### config.mk
export PLATFORM = sky130hd
export DESIGN_NAME = traffic_phase_ctrl
export DESIGN_NICKNAME = d
export VERILOG_FILES = /design/src/rtl/traffic_phase_ctrl.sv
export SDC_FILE = /design/constraint.sdc
export NUM_CORES = 1
export LEC_CHECK = 0
export ABC_CLOCK_PERIOD_IN_PS = 1300
export BUFFER_PORTS_ARGS = -buffer_cell sky130_fd_sc_hd__buf_2
export CAP_MARGIN = 5
export CORE_AREA = 2 2 39 41
export DETAILED_ROUTE_END_ITERATION = 12
export DIE_AREA = 0 0 41 43
export PLACE_DENSITY = 0.46
export SYNTH_ARGS = -nofsm -noshare
export SYNTH_HDL_FRONTEND = slang
export SYNTH_SLANG_ARGS = --single-unit
### constraint.sdc
create_clock -name clk -period 1.3 [get_ports clk]
set_input_delay 0.13 -clock clk [delete_from_list [all_inputs] [get_ports clk]]
set_output_delay 0.13 -clock clk [all_outputs]
set_load 0.02 [all_outputs]
### src/rtl/traffic_phase_ctrl.sv
// rtl/traffic_phase_ctrl.sv - phase sequencer driving the traffic-light down-counter
// Optional FLASH_MODE_EN adds a flash input and a blinking FLASH phase.
module traffic_phase_ctrl #(
  parameter int pCNT_WIDTH    = 5,
  parameter int pINIT_WIDTH   = 3,
  parameter int pSIDE_YEL_CNT = 2
) (
  input  logic                   clk,
  input  logic                   rst,
  input  logic                   tick,
  input  logic                   cnt_last,
  input  logic [pCNT_WIDTH-1:0]  cnt_count,
`ifdef FLASH_MODE_EN
  input  logic                   flash,
`endif
  output logic                   cnt_en,
  output logic [pINIT_WIDTH-1:0] cnt_init,
  output logic [2:0]             light_main,
  output logic [2:0]             light_side,
  output logic [1:0]             phase
);

  localparam logic [1:0] ST_GREEN  = 2'd0;
  localparam logic [1:0] ST_YELLOW = 2'd1;
  localparam logic [1:0] ST_RED    = 2'd2;
  localparam logic [1:0] ST_FLASH  = 2'd3;

  logic [1:0]             state_q, state_d;
  logic [pINIT_WIDTH-1:0] cnt_init_q, cnt_init_d;
  logic                   load;
`ifdef FLASH_MODE_EN
  logic                   blink_q, blink_d;
`endif

  // The counter still shows the previous phase's zero during a load cycle,
  // so cnt_last must not be trusted until the init has landed.
  assign load = |cnt_init_q;

  always_comb begin
    state_d    = state_q;
    cnt_init_d = '0;
    if (!load && tick && cnt_last) begin
      case (state_q)
        ST_GREEN:  state_d = ST_YELLOW;
        ST_YELLOW: state_d = ST_RED;
        default:   state_d = ST_GREEN;
      endcase
      cnt_init_d = pINIT_WIDTH'(1) << state_d;
    end
`ifdef FLASH_MODE_EN
    blink_d = blink_q;
    if (state_q == ST_FLASH) begin
      if (tick) blink_d = ~blink_q;
      if (flash) begin
        state_d    = ST_FLASH;
        cnt_init_d = '0;
      end else begin
        state_d    = ST_GREEN;
        cnt_init_d = pINIT_WIDTH'(1);
      end
    end else if (flash) begin
      state_d    = ST_FLASH;
      cnt_init_d = '0;
    end
`endif
  end

  always_ff @(posedge clk) begin
    if (rst) begin
      state_q    <= ST_GREEN;
      cnt_init_q <= pINIT_WIDTH'(1);
`ifdef FLASH_MODE_EN
      blink_q    <= 1'b0;
`endif
    end else begin
      state_q    <= state_d;
      cnt_init_q <= cnt_init_d;
`ifdef FLASH_MODE_EN
      blink_q    <= blink_d;
`endif
    end
  end

  always_comb begin
    cnt_en     = tick | load;
    light_main = 3'b001;
    light_side = 3'b100;
    case (state_q)
      ST_YELLOW: light_main = 3'b010;
      ST_RED: begin
        light_main = 3'b100;
        // all-red clearance for the load cycle, then side follows the count
        if (!load)
          light_side = (cnt_count > pCNT_WIDTH'(pSIDE_YEL_CNT)) ? 3'b001 : 3'b010;
      end
      default: ;
    endcase
`ifdef FLASH_MODE_EN
    if (state_q == ST_FLASH) begin
      cnt_en     = 1'b0;
      light_main = blink_q ? 3'b010 : 3'b000;
      light_side = blink_q ? 3'b100 : 3'b000;
    end
`endif
  end

  assign cnt_init = cnt_init_q;
  assign phase    = state_q;

endmodule

==> metrics.yaml, run 1 <==
status:
  status: "complete, no violations"
pwr:
  p_per_area_nw_per_um2: 875.3
  peakVddDrop_uv: 302.8
  power_uw: 438.1
  power.leakage_nw: 0.2440
logic_synthesis:
  syn_area_per_cell_um2: 9.593
  ys_types: 13
  synthTopCellsByArea: "dfxtp_1 (35%), ha_1 (17%), mux2i_1 (7.0%)"
  synth_cells: 30
  ys_warn_count: 0
  synth.area.mux_share_pct: 6.957
  syn_nets: 43
  yosys.area.top_type_share_pct: 34.78
  synth_adder_area_share_pct: 17.39
  synth-xor-area-share_pct: 0
  ys_seq_area_share_pct: 34.78
  synth_seq_cells: 5
  synth_top_family_by_area: "simple AND/OR/NAND/NOR gates"
  synth_compound_area_share_pct: 6.087
  synth_top_area_cell: "dfxtp_1"
  synth-simple-area-share_pct: 29.57
  syn-cell-area_um2: 287.8
clock_tree:
  worstSkewPairLatency_ps: 250
  clockRootBuffer: "clkbuf_4"
  htree_levels: 1
  clk_path_buf_depth: 2
  cts_tree: "built"
  clkTransAtPathRegs_ps: 50
  numCtsBuffers: 3
  cts.sinks: 5
sta:
  drv_slew: 0
  rsz0062_at_grt: "true"
  hold_violations: 0
  whs_ps: 73.10
  max_clock_freq_ghz: 0.7832
  slew_headroom_pct: 70.77
  setup_viol: 0
  setup_ws_ps: 23.15
  worst_pin_slew_ps: 437.4
  fin_crit_sh_pct: 98.22
  clock_skew_ps: 5.364
  period_needed_ps: 1277
global_route:
  antenna_found_initial: 0
  grt_usage_pct: 9.668
  grt_remaining_overflow: 0
  grt_pass1_vias: 291
  grt_max_degree: 6
  grt_pass1_wl_mm: 1.145
worst_setup_path:
  crit_path_start_kind: "flop"
  slowest_delay_ps: 320
  rr_endpoint: "phase[1]"
  crit_path_max_fanout: 3
  worst_setup_path_end_kind: "primary output"
  timing.critical_path.buf_inv: 2
  crit_required_ps: 1170
  cpLargestDelayFamily: "flip-flops"
  critPathArrivalTime_ps: 1150
  path_cells: "inv_1, ha_1, and3_1, buf_4"
  startpoint: "phase[0]"
  worstSetupPathType: "reg -> out"
  r2r_start: "cnt_init[2]"
  r2r_slack_ps: 130
  crit_slowest_cell: "dfxtp_2"
  rr_worst_depth: 4
worst_hold_path:
  hold_class: "in -> reg"
  min_from: "rst"
  hold_depth: 2
  hold_path_end: "cnt_init[1]"
layout:
  area_growth_syn_to_layout_pct: 73.91
  fin_area_um2: 500.5
  layout.nets: 71
  fillers: 151
  drive_above_1_share_pct: 63.16
  diodes: 0
placement:
  placed_cell_area_um2: 417.9
  port_buffers: 20
  dp_slack_ps: 122.8
  finalWeightedCongestion: 0.7036
  dp_hpwl_um: 551.8
routing:
  vias: 311
  ant_nets: 0
  firstDrtPassIters: 2
  vias_per_cell: 4.260
  wl_per_cell_um: 10.15
  totalWireLength_um: 741
  drcViolationCount: 0
  drt_iter0_drc: 6
floorplanning:
  ios: 21
  dieArea_um2: 1763
  row_count: 14
  die_y_um: 43
  die_w_um: 41
  start_util_pct: 20.80
  core_area_um2: 1384
run:
  max-cap-violations: 0
## cell usage after synthesis
library cell  count
dfxtp_1           5
inv_1             4
nor4b_1           2
ha_1              4
mux2i_1           2
nand2_1           5
a2111oi_1         1
nor3_4            1
nand3_2           1
o31ai_1           1
and3_1            2
nor2_1            1
nand2b_1          1
## cell type report
type / count / area, µm² / share of cell area (%)
clock buffer: 4 / 26.28 / 5.250
multi-input combinational: 21 / 190.2 / 38.00
sequential: 5 / 107.6 / 21.50
inverter: 4 / 15.01 / 3.000
tap: 16 / 20.02 / 4.000
timing repair buffer: 23 / 141.4 / 28.25
## what timing repair did
| action | 4_1_cts | 5_1_grt |
|---|---|---|
| setup buffers | 2 | 0 |
| resized for setup | 3 | 11 |
| pin swaps | 1 | 3 |
| endpoints found under the setup margin | 4 | 5 |
| hold buffers | 0 | 0 |
## worst reg2reg max path, cell delays in order, from the launching register on
cell and delay, ps:
dfxtp_2 320, nor3_4 240, buf_6 150, and3_4 200
mux2i_1 170
## worst max path at each step
| stage | slack [ps] | depth (start not counted) | to |
|---|---|---|---|
| after floorplan | 60 | 3 | cnt_init[1] |
| after global placement | 150 | 5 | light_side[0] |
| after detailed placement | 120 | 4 | light_side[1] |
| after CTS | 6 | 4 | light_side[0] |
| after global routing | -40 | 5 | light_side[0] |
| final | 20 | 4 | light_side[1] |
## report_power, final
part           switching (mW)  leakage, nW  internal [mW]  total [mW]
Sequential            0.00392       0.0431          0.157       0.161
Combinational          0.0465        0.186         0.0416      0.0882
Clock                  0.0720       0.0150          0.117       0.189
## sequential cells by signal, indices dropped and copies added (netlist names)
name      cells
phase         2
cnt_init      3
## cell usage in the layout (no fill, tap or decap)
cell	instances
buf_4	3
buf_2	17
nor2_2	1
and3_4	1
mux2i_1	2
o31ai_1	1
dfxtp_2	3
ha_1	4
a2111oi_1	1
inv_1	4
and3_1	1
clkbuf_4	3
nor3_4	1
nand2_1	4
clkbuf_1	1
dfxtp_4	1
nand2b_4	1
dfxtp_1	1
buf_6	3
nand3_2	1
nand2_2	1
nor4b_1	2
## cells by family (layout without fill, tap and decap cells)
group           Yosys count  in the layout
simple gates             13             13
flops                     5              5
fa+ha+maj                 4              4
buf+inv                   4             31
compound gates            2              2
mux                       2              2
## per-stage QoR
stage / instances / utilization (%) / setup TNS, ps
6_report: 73 / 36.17 / 0
5_1_grt: 73 / 36.17 / -90.03
4_1_cts: 73 / 33.54 / 0
3_5_place_dp: 67 / 30.20 / 0
3_3_place_gp: 67 / 30.20 / 0
2_1_floorplan: 30 / - / 0
## per-layer routing
metal / part of all wire [%] / GRT usage [%] / wire (µm) / up-vias
met5: 0 / 0 / 0 / -
met4: 0 / 4.000 / 0 / 0
met3: 9.2 / 5.236 / 68 / 0
met2: 47 / 13.13 / 346 / 13
met1: 44 / 12.34 / 327 / 141
li1: - / - / - / 157
Power figures use the tool's default switching activity.
==> run 2: changes to the inputs <==
ABC_AREA = 1   (was default)
PLACE_DENSITY = 0.49   (was 0.46)
==> run 2 against run 1 <==
Compared with the run above: global-route usage decreased by 0.20 points; synthesized cell count increased by 57%; clock power decreased by 3%; non-clock buffer count unchanged; sequential share of layout area decreased by 1.1 points; maximum frequency decreased by 0.24%; power decreased by 0.15%; final cell count increased by 23%; combinational power increased by 1%; largest cell class unchanged; largest power group unchanged.
==> metrics.yaml, run 2 <==
status:
  status: "complete, no violations"  # unchanged
logic_synthesis:
  syn-cell-area_um2: 326.6  # was 287.8 µm²
  synth_common_cells: "inv_1 (11), nand2_1 (10), nor2_1 (7)"  # was dfxtp_1 (5), nand2_1 (5), ha_1 (4), inv_1 (4)
  ys.flop_type: "dfxtp_1"  # unchanged
  synth-edff-count: 0  # unchanged
  yosys.area.top_type_share_pct: 30.65  # was 34.78%
  synthTopCellsByArea: "dfxtp_1 (31%), ha_1 (15%), inv_1 (13%)"  # was dfxtp_1 (35%), ha_1 (17%), mux2i_1 (7.0%)
  async_reset_ff_share_pct: 0  # unchanged
  syn_nets: 60  # was 43
  synth.most_common_cell: "inv_1"
  synth_cells: 47  # was 30
  ys_seq_area_share_pct: 30.65  # was 34.78%
  syn_area_per_cell_um2: 6.948  # was 9.593 µm²
  ys_warn_count: 0  # unchanged
  synth_top_area_cell: "dfxtp_1"  # unchanged
  ys_types: 13  # unchanged
  synth_seq_cells: 5  # unchanged
floorplanning:
  ios: 21  # unchanged
  die_y_um: 43  # unchanged
  dieArea_um2: 1763  # unchanged
  start_util_pct: 23.60  # was 20.80%
  row_count: 14  # unchanged
  core_area_um2: 1384  # unchanged
  die_w_um: 41  # unchanged
worst_setup_path:
  critPathArrivalTime_ps: 1150  # about the same
  r2r_slack_ps: 270  # was 130 ps
  slowest_delay_ps: 330  # was 320 ps
  crit_required_ps: 1170  # about the same
  timing.critical_path.buf_inv: 1  # was 2
  cpLargestDelayFamily: "simple AND/OR/NAND/NOR gates"  # was flip-flops
  crit_path_start_kind: "flop"  # unchanged
  rr_endpoint: "cnt_init[2]"  # was phase[1]
  crit_slowest_cell: "dfxtp_2"  # unchanged
  worstSetupPathType: "reg -> out"  # unchanged
  path_cells: "nor3_4, nand2_1, nor2_1, buf_4"  # was inv_1, ha_1, and3_1, buf_4
  rr_worst_depth: 6  # was 4
  r2r_start: "phase[1]"  # was cnt_init[2]
  crit_path_max_fanout: 4  # was 3
  worst_setup_path_end_kind: "primary output"  # unchanged
worst_hold_path:
  hold_class: "in -> reg"  # unchanged
  hold_depth: 3  # was 2
  min_from: "rst"  # unchanged
  hold_path_end: "cnt_init[0]"  # was cnt_init[1]
global_route:
  grt_pass1_wl_mm: 1.055  # was 1.145 mm
  grt_usage_pct: 9.466  # was 9.668%
  grt_max_degree: 6  # unchanged
  grt_pass1_vias: 277  # was 291
  antenna_found_initial: 0  # unchanged
  grt_remaining_overflow: 0  # unchanged
sta:
  clock_skew_ps: 3.020  # was 5.364 ps
  setup_viol: 0  # unchanged
  max_clock_freq_ghz: 0.7813  # was 0.7832 GHz
  drv_slew: 0  # unchanged
  slew_headroom_pct: 84.79  # was 70.77%
  hold_violations: 0  # unchanged
  whs_ps: 162.6  # was 73.10 ps
  period_needed_ps: 1280  # was 1277 ps
  worst_pin_slew_ps: 227.4  # was 437.4 ps
  rsz0062_at_grt: "true"  # unchanged
  fin_crit_sh_pct: 98.45  # was 98.22%
placement:
  port_buffers: 20  # unchanged
  dpl.cell_count: 83  # was 67
  finalWeightedCongestion: 0.7709  # was 0.7036
  dp_hpwl_um: 622  # was 551.8 µm
  placed_cell_area_um2: 446.7  # was 417.9 µm²
pwr:
  p_seq_share_pct: 37.7  # was 36.8%
  p_per_area_nw_per_um2: 848.5  # was 875.3 nW/µm²
  peakVddDrop_uv: 335.8  # was 302.8 µV
  p_switching_uw: 122.7  # was 122.5 µW
  clkPwrFrac_pct: 41.9  # was 43.0%
  combPwrFrac_pct: 20.4  # was 20.1%
  power_uw: 437.4  # was 438.1 µW
  power.leakage_nw: 0.2834  # was 0.2440 nW
  intPower_uw: 314.7  # was 315.6 µW
  swShare_pct: 28.06  # was 27.95%
clock_tree:
  htree_levels: 1  # unchanged
  clkTransAtPathRegs_ps: 50  # about the same
  clk_path_buf_depth: 2  # unchanged
  clockRootBuffer: "clkbuf_4"  # unchanged
  numCtsBuffers: 3  # unchanged
  worstSkewPairLatency_ps: 240  # was 250 ps
  cts_tree: "built"  # unchanged
  cts.sinks: 5  # unchanged
routing:
  totalWireLength_um: 764  # was 741 µm
  drcViolationCount: 0  # unchanged
  firstDrtPassIters: 4  # was 2
  drt_iter0_drc: 4  # was 6
  ant_nets: 0  # unchanged
  wl_per_cell_um: 8.489  # was 10.15 µm
  vias_per_cell: 4.044  # was 4.260
  vias: 364  # was 311
run:
  max-cap-violations: 0  # unchanged
layout:
  largest_reg_flops: 3  # unchanged
  drive_above_1_share_pct: 48.65  # was 63.16%
  final_common_cell: "buf_2"  # unchanged
  layout.nets: 88  # was 71
  final_cell_mix: "buf_2 (17), nand2_1 (10), inv_1 (9)"  # was buf_2 (17), inv_1 (4), nand2_1 (4), ha_1 (4)
  fin_area_um2: 515.5  # was 500.5 µm²
  utilization_pct: 37.25  # was 36.17%
  area_growth_syn_to_layout_pct: 57.85  # was 73.91%
  finalNonFillerCells: 90  # was 73
  diodes: 0  # unchanged
[run 2: cells by family (layout without fill, tap and decap cells)]
| kind of cell | count (synthesis) | count (layout) | share of synthesized area [%] |
|---|---|---|---|
| and+or+nand+nor | 26 | 26 | 39.85 |
| buffers and inverters | 11 | 38 | 12.64 |
| DFF | 5 | 5 | 30.65 |
| adders and majority gates | 4 | 4 | 15.33 |
| AOI/OAI and AO/OA | 1 | 1 | 1.531 |
[run 2: how the worst max path moves through the flow]
stage,start,to,depth (start not counted)
floorplan,phase[1],cnt_init[2],6
global placement,cnt_init[2],light_side[0],4
detailed placement,cnt_init[2],light_side[1],4
CTS,cnt_init[0],light_side[0],4
global route,cnt_init[2],light_side[0],4
finish,cnt_init[2],light_side[0],4
[run 2: worst min-delay path, stage by stage]
cell and delay [ps]:
buf_2 120, inv_1 60, o21ai_1 60
[run 2: final cells by class]
type	instances	area [µm²]
clock buffers	4	26.28
fillers	156	868.3
inverters	11	41.29
multi-input cells	31	185.2
flip-flops and latches	5	105.1
well taps	16	20.02
repair buffers	23	137.6
[run 2: power groups by stage]
| stage | sequential (mW) | clock (mW) | combinational (mW) |
|---|---|---|---|
| after floorplan | 0.173 | 0 | 0.0427 |
| after global routing | 0.165 | 0.205 | 0.100 |
| final | 0.165 | 0.183 | 0.0893 |
| after global placement | 0.167 | 0 | 0.0797 |
| after CTS | 0.165 | 0.190 | 0.0839 |
| after detailed placement | 0.167 | 0 | 0.0789 |
[run 2: repair_timing]
item,CTS,global route
pin swaps,1,1
buffers inserted,1,2
setup endpoints to repair,4,3
resized for setup,6,5
hold buffers,0,0
[run 2: through the flow]
stage	setup TNS (ps)	setup slack [ps]
floorplan	0	69.05
global placement	0	205.3
detailed placement	0	193.1
CTS	0	5.783
global route	-119.0	-66.99
finish	0	20.11
[run 2: layer usage]
layer	wire length [µm]	GRT usage [%]	part of all wire, %	up-vias
met3	74	3.141	9.7	2
met1	337	11.04	44	151
met4	21	10.00	2.7	0
li1	-	-	-	194
met5	0	0	0	-
met2	330	12.19	43	17
==> run 3: changes to the inputs <==
GPL_TIMING_DRIVEN = 0   (was default)
==> run 3 against run 2 <==
Compared with the run above: clock skew shrank 2.0 ps; die area is the same; core utilization shrank 0.90 points; via count shrank 1.9%; sequential power is essentially flat; largest power group unchanged; critical path depth is the same; global-route usage grew 1.1 points; clock-buffer cell count is the same; worst hold slack gained 8.0 ps.
==> metrics.yaml, run 3 (synthesized netlist as in run 2, its figures left out) <==
floorplanning:
  die_y_um: 43  # unchanged
  row_count: 14  # unchanged
  dieArea_um2: 1763  # unchanged
  start_util_pct: 23.60  # unchanged
  ios: 21  # unchanged
  die_w_um: 41  # unchanged
  core_area_um2: 1384  # unchanged
clock_tree:
  worstSkewPairLatency_ps: 240  # about the same
  numCtsBuffers: 3  # unchanged
  clkTransAtPathRegs_ps: 40  # was 50 ps
  cts_tree: "built"  # unchanged
  hold_buffers: 0  # unchanged
  clockRootBuffer: "clkbuf_4"  # unchanged
  htree_levels: 1  # unchanged
  cts.sinks: 5  # unchanged
  clk_path_buf_depth: 2  # unchanged
sta:
  worst_pin_slew_ps: 250.3  # was 227.4 ps
  rsz0062_at_grt: "true"  # unchanged
  hold_violations: 0  # unchanged
  clock_skew_ps: 0.9820  # was 3.020 ps
  slew_headroom_pct: 83.26  # was 84.79%
  max_clock_freq_ghz: 0.7739  # was 0.7813 GHz
  fin_crit_sh_pct: 99.39  # was 98.45%
  setup_viol: 0  # unchanged
  setup_ws_ps: 7.894  # was 20.11 ps
  period_needed_ps: 1292  # was 1280 ps
  drv_slew: 0  # unchanged
worst_setup_path:
  r2r_start: "phase[1]"  # unchanged
  worst_setup_path_end_kind: "primary output"  # unchanged
  crit_slowest_cell: "dfxtp_2"  # unchanged
  crit_required_ps: 1170  # about the same
  rr_worst_depth: 6  # unchanged
  rr_endpoint: "cnt_init[2]"  # unchanged
  r2r_slack_ps: 190  # was 270 ps
  path_cells: "nor3_4, nand2_1, nor2_1, buf_4"  # unchanged
  timing.critical_path.buf_inv: 1  # unchanged
  crit_path_max_fanout: 5  # was 4
  critPathArrivalTime_ps: 1160  # was 1150 ps
  slowest_delay_ps: 330  # about the same
  crit_path_start_kind: "flop"  # unchanged
  cpLargestDelayFamily: "simple AND/OR/NAND/NOR gates"  # unchanged
  worstSetupPathType: "reg -> out"  # unchanged
pwr:
  power_uw: 431.0  # was 437.4 µW
  peakVddDrop_uv: 336.8  # was 335.8 µV
  p_per_area_nw_per_um2: 856.8  # was 848.5 nW/µm²
  power.leakage_nw: 0.2750  # was 0.2834 nW
routing:
  drt_iter0_drc: 7  # was 4
  vias_per_cell: 4.057  # was 4.044
  totalWireLength_um: 725  # was 764 µm
  wl_per_cell_um: 8.239  # was 8.489 µm
  ant_nets: 0  # unchanged
  firstDrtPassIters: 4  # unchanged
  drcViolationCount: 0  # unchanged
  vias: 357  # was 364
status:
  status: "complete, no violations"  # unchanged
layout:
  final_common_cell: "buf_2"  # unchanged
  final_cell_mix: "buf_2 (16), inv_1 (10), nand2_1 (10)"  # was buf_2 (17), nand2_1 (10), inv_1 (9)
  drive_above_1_share_pct: 45.83  # was 48.65%
  diodes: 0  # unchanged
  layout.nets: 86  # was 88
  largest_reg_flops: 3  # unchanged
  area_growth_syn_to_layout_pct: 54.02  # was 57.85%
  utilization_pct: 36.35  # was 37.25%
  fillers: 156  # unchanged
placement:
  port_buffers: 20  # unchanged
  dp_slack_ps: 179.8  # was 193.1 ps
  dp_hpwl_um: 595.6  # was 622 µm
  finalWeightedCongestion: 0.7872  # was 0.7709
global_route:
  grt_pass1_wl_mm: 1.221  # was 1.055 mm
  grt_max_degree: 6  # unchanged
  grt_pass1_vias: 336  # was 277
  antenna_found_initial: 0  # unchanged
  grt_remaining_overflow: 0  # unchanged
  grt_usage_pct: 10.54  # was 9.466%
worst_hold_path:
  hold_path_end: "cnt_init[0]"  # unchanged
  min_from: "rst"  # unchanged
  hold_class: "in -> reg"  # unchanged
  hold_depth: 3  # unchanged
run:
  max-cap-violations: 0  # unchanged
## run 3: changes by cell type in the layout (fill, tap and decap cells not counted)
cell,previous run,this run
buf_2,17,16
buf_4,4,3
inv_2,2,1
inv_1,9,10
## run 3: per-layer routing
metal / GRT usage [%] / vias up / part of all wire (%)
li1: - / 190 / -
met1: 12.54 / 148 / 44
met2: 14.06 / 19 / 44
met3: 3.141 / 0 / 11
met4: 10.00 / 0 / 0
met5: 0 / - / 0
## run 3: per-stage QoR
stage	hold WS [ps]	area, µm²	instances	TNS [ps]
after global routing	190.3	503.0	88	-247.9
after global placement	415.8	446.7	83	0
final	170.6	503.0	88	0
after detailed placement	417.5	446.7	83	0
after floorplan	242.9	326.6	47	0
after CTS	166.0	480.5	87	-16.38
## run 3: final cells by class
type | count | area, µm² | share of cell area, %
timing repair buffer | 21 | 125.1 | 24.88
clock buffer | 4 | 26.28 | 5.224
inverter | 11 | 41.29 | 8.209
sequential | 5 | 105.1 | 20.90
tap | 16 | 20.02 | 3.980
multi-input combinational | 31 | 185.2 | 36.82
## run 3: how the worst max path moves through the flow
| stage | endpoint | start | depth (start not counted) |
|---|---|---|---|
| after floorplan | cnt_init[2] | phase[1] | 6 |
| after global routing | light_side[1] | cnt_init[1] | 4 |
| after global placement | cnt_init[2] | phase[1] | 6 |
| after CTS | light_side[0] | cnt_init[0] | 4 |
| final | light_side[0] | cnt_init[1] | 4 |
| after detailed placement | cnt_init[2] | phase[1] | 6 |
## run 3: power breakdown
| group | internal (mW) | leakage [nW] | switching [mW] |
|---|---|---|---|
| Clock | 0.116 | 0.0150 | 0.0665 |
| Combinational | 0.0345 | 0.218 | 0.0485 |
| Sequential | 0.160 | 0.0422 | 0.00519 |
## run 3: worst reg2reg max path: stages (launching register included)
cell and delay [ps]:
dfxtp_2 320, inv_1 100, ha_1 170, inv_1 70, nor2_1 120, inv_1 50
nor3_1 180
## run 3: what timing repair did
action                                 in CTS  in global routing
setup endpoints to repair                   3                  5
gates resized for setup                     5                  6
buffers inserted                            0                  1
endpoints found under the hold margin       0                  0
pin swaps                                   1                  4
